--- config.mk ---
export PLATFORM = sky130hd
export DESIGN_NAME = mux4_scan_seq
export DESIGN_NICKNAME = d
export VERILOG_FILES = /design/src/rtl/mux4_scan_seq.sv
export SDC_FILE = /design/constraint.sdc
export NUM_CORES = 1
export LEC_CHECK = 0
export CORE_ASPECT_RATIO = 0.9
export CORE_UTILIZATION = 30
export CTS_BUF_LIST = sky130_fd_sc_hd__clkbuf_4 sky130_fd_sc_hd__clkbuf_8
export DETAILED_ROUTE_END_ITERATION = 10
export SLEW_MARGIN = 20
export SYNTH_ARGS = -nofsm -noshare
export SYNTH_HDL_FRONTEND = slang
export SYNTH_SLANG_ARGS = --single-unit
export TNS_END_PERCENT = 5
--- constraint.sdc ---
create_clock -name CLK -period 4.4 [get_ports CLK]
set_input_delay 0.66 -clock CLK [delete_from_list [all_inputs] [get_ports CLK]]
set_output_delay 0.66 -clock CLK [all_outputs]
set_load 0.01 [all_outputs]
--- src/rtl/mux4_scan_seq.sv ---
// Scan sequencer for the 4:1 mux: snapshots D and walks Sel over enabled channels.
// Optional MUX4_SCAN_LOOP_EN adds STOP for back-to-back rescans without an IDLE gap.
module mux4_scan_seq #(
    parameter int DWELL = 2
) (
    input  logic       CLK,
    input  logic       RST,
    input  logic       START,
    input  logic [3:0] D_IN,
    input  logic [3:0] CH_MASK,
`ifdef MUX4_SCAN_LOOP_EN
    input  logic       STOP,
`endif
    output logic [3:0] D,
    output logic [1:0] Sel,
    output logic       SEL_VALID,
    output logic       BUSY,
    output logic       DONE
);

    typedef enum logic [1:0] {
        S_IDLE,
        S_SCAN,
        S_DONE
    } state_t;

    localparam logic [7:0] LAST = 8'(DWELL - 1);

    state_t     state;
    logic [7:0] cnt;
    logic [3:0] mask;
    logic [2:0] fst;
    logic [2:0] nxt;
    logic       loop_go;
    logic       accept;

    // {found, index} of the lowest set bit at or above lo
    function automatic logic [2:0] first_from(input logic [3:0] m,
                                              input logic [2:0] lo);
        logic [2:0] r;
        r = 3'b000;
        for (int i = 3; i >= 0; i--) begin
            if (m[i] && (3'(i) >= lo)) r = {1'b1, 2'(i)};
        end
        return r;
    endfunction

    assign fst = first_from(CH_MASK, 3'd0);
    assign nxt = first_from(mask, {1'b0, Sel} + 3'd1);

`ifdef MUX4_SCAN_LOOP_EN
    assign loop_go = ~STOP;
`else
    assign loop_go = 1'b0;
`endif

    assign accept = ((state == S_IDLE) && START) ||
                    ((state == S_DONE) && loop_go);

    always_ff @(posedge CLK or posedge RST) begin
        if (RST) begin
            state     <= S_IDLE;
            D         <= 4'b0000;
            Sel       <= 2'b00;
            SEL_VALID <= 1'b0;
            BUSY      <= 1'b0;
            DONE      <= 1'b0;
            cnt       <= 8'd0;
            mask      <= 4'b0000;
        end else if (accept) begin
            D    <= D_IN;
            mask <= CH_MASK;
            cnt  <= 8'd0;
            BUSY <= 1'b1;
            if (fst[2]) begin
                Sel       <= fst[1:0];
                SEL_VALID <= 1'b1;
                DONE      <= 1'b0;
                state     <= S_SCAN;
            end else begin
                SEL_VALID <= 1'b0;
                DONE      <= 1'b1;
                state     <= S_DONE;
            end
        end else begin
            unique case (state)
                S_IDLE: begin
                    SEL_VALID <= 1'b0;
                    BUSY      <= 1'b0;
                    DONE      <= 1'b0;
                end
                S_SCAN: begin
                    if (cnt == LAST) begin
                        cnt <= 8'd0;
                        if (nxt[2]) begin
                            Sel <= nxt[1:0];
                        end else begin
                            SEL_VALID <= 1'b0;
                            DONE      <= 1'b1;
                            state     <= S_DONE;
                        end
                    end else begin
                        cnt <= cnt + 8'd1;
                    end
                end
                S_DONE: begin
                    DONE  <= 1'b0;
                    BUSY  <= 1'b0;
                    state <= S_IDLE;
                end
                default: state <= S_IDLE;
            endcase
        end
    end

endmodule

==> metrics.cfg <==
[setup_path]
endpoint_kind = flop
path_cells = inv_1, ha_1, or4b_1, o41ai_1, buf_4, nor2b_1, o21ai_0, o31ai_1
worst-path-max-fanout = 10
reg2regPathDepth = 8
worstSetupStartpointType = flop
crit_required_ps = 4540
r2r_setup_slack_ps = 2190
worst_path_max_delay_cell = o41ai_1
path_class = flop to flop
worst_ep_arrival_time_ps = 2360
slowest_delay_ps = 490

[synthesis]
synth_xor_area_share_pct = 1.620
synth.avg_cell_area_um2 = 10.01
synth_ff_type = dfrtp_1
synth_edf_count = 0
synth_top_area_cell = dfrtp_1
synthSimpleGateAreaFrac_pct = 17.94
synth_top_family_by_area = simple AND/OR/NAND/NOR gates
syn_nets = 121
ys_types = 29
synthArstFlopShare_pct = 100.0
ys_top_cells_by_area = dfrtp_1, mux2_2, o21ai_0
syn_inst = 108
seq_area_frac_synth_pct = 50.93
ys_ff_latch = 22
synthMuxAreaShare_pct = 8.333
synth_area_um2 = 1081
ys_warn_count = 0
synth_compound_area_share_pct = 16.32
synth_fa_ha_area_share_pct = 2.315
synth_top_area_share_pct = 50.93

[global_routing]
grt_max_degree = 23
use_met3_pct = 3.101
gr-usage-met1_pct = 16.36
busiest_layer = met2
grt_overflow = 0
antenna_found_initial = 0
grt_pass1_vias = 914
grt_first_pass_wirelength_um = 3960
grt_usage_pct = 13.54
grt_use_met2_pct = 22.39

[floorplanning]
initial_core_util_pct = 31.76
coreArea_um2 = 3403
die_w_um = 65.28
dieArea_um2 = 3848
ios = 20
die-height_um = 58.95
rows = 20

[sta]
tightestPinTransition_ps = 824.5
min_period_ps = 2211
slew_viol_final = 0
setup_viol = 0
max_freq_mhz = 452.4
relSlewSlack_pct = 44.97
finalHoldViolCount = 0
fin_crit_sh_pct = 50.24
clock_skew_ps = 10.40
finalSetupTns_ps = 0
rsz0062_at_grt = no

[route]
drt_iter0_drc = 24
drc = 0
vias = 889
via_per_inst = 5.109
wire_per_inst_um = 12.34
wl_um = 2148
drt-pass1-iter-count = 4
antenna_left = 0

[clock_tree]
ctsResizeCount = 0
insertion_delay_ps = 270
cts.clk_slew.worst_paths_ps = 90
cts_buffer_depth = 2
cts_root_buffer = clkbuf_8
cts.sinks = 22
post_cts_buffers = 0
cts_buffers = 3
htree_levels = 1
ctsHoldBuffers = 0
cts_tree = yes

[power_and_ir_drop]
powerDensity_nw_per_um2 = 675.3
pwr-share-seq_pct = 36.8
vdd_ir_drop_max_v = 0.0002542
power.internal_mw = 0.6168
p_sw_mw = 0.3261
switching_share_pct = 34.59
combPwrFrac_pct = 42.8
power_frac_clock_pct = 20.4
p_leak_nw = 0.6016

[placed_design]
gp_congestion = 0.8013
port_buffers = 19
hpwl_um = 1594
post_dp_cell_area_um2 = 1325

[final_layout]
final_common_cell = dfrtp_1
final_cell_mix = dfrtp_1, clkdlybuf4s50_1, o21ai_0
utilization_pct = 41.03
final_area_um2 = 1396
n_antenna_cell = 0
nets = 144
syn2layout_area_growth_pct = 29.17
drive_above_1_share_pct = 12.31

[run]
drv_cap = 0

[run_status]
status = finished clean

[worst_hold_path]
hp-class = flop to flop
hold_depth = 1

metal layers:
layer	vias up	routed length [um]	share of wire, %
met4	0	41	1.9
met2	24	992	46
li1	434	-	-
met3	5	121	5.6
met5	-	0	0
met1	426	993	46
final timing paths:
kind	endpoint	from
setup / recovery	cnt[4]	cnt[1]
hold / removal	SEL_VALID	SEL_VALID
setup reg to reg	cnt[4]	cnt[1]
hold reg to reg	SEL_VALID	SEL_VALID
max in group asynchronous	cnt[4]	RST
min in group asynchronous	D[2]	RST
Yosys cell counts (2+ instances only):
cell and number:
nand2b_1 3, a21oi_1 3, ha_1 2, dfrtp_1 22
nor2_1 10, o31ai_1 3, mux2_2 8, o21ai_0 16
inv_1 5, nor2b_1 2, and3_1 3, nand2_1 10
nand3_1 3, o22ai_1 3
critical path, delay by kind of cell (launching register included):
family                   cells  cell delay [ps]
AO/OA/AOI/OAI                3              730
adder cells (fa/ha/maj)      1              120
buffers and inverters        2              330
flip-flops                   1              400
AND/OR/NAND/NOR              2              520
final cells by class:
cell class / instances / area, um2
Tap cell: 44 / 55.05
Fill cell: 339 / 2007
Sequential cell: 22 / 550.5
Clock buffer: 3 / 41.29
Inverter: 5 / 18.77
Clock inverter: 1 / 30.03
Multi-Input combinational cell: 79 / 503.0
Timing Repair Buffer: 20 / 197.7
cell families (layout without fill, tap and decap cells):
family,Yosys count,after routing
xor gates and xnor gates,2,2
DFF,22,22
buffers and inverters,7,29
and+or+nand+nor,37,37
muxes,8,8
adders and majority gates,2,2
AOI/OAI and AO/OA,30,30
flip-flops by register name (all words and copies together), names as in the netlist:
signal     count
Sel            2
cnt            8
mask           3
state          2
D              4
SEL_VALID      1
DONE           1
BUSY           1
power groups by stage:
stage	clock network [mW]	registers, mW	logic, mW
floorplan	0	0.354	0.241
global placement	0	0.349	0.398
detailed placement	0	0.350	0.403
CTS	0.195	0.347	0.407
global route	0.204	0.361	0.450
finish	0.192	0.347	0.404
through the flow:
step                instances  power (mW)  worst slack [ps]  hold WS, ps
finish                    174      0.9429              2189        491.9
global route              174       1.015              2033        528.0
CTS                       174      0.9486              2169        495.7
detailed placement        170      0.7535              2098        473.2
global placement          170      0.7463              2127        491.7
floorplan                 108      0.5954              2306        483.6
(Power assumes the default switching activity.)
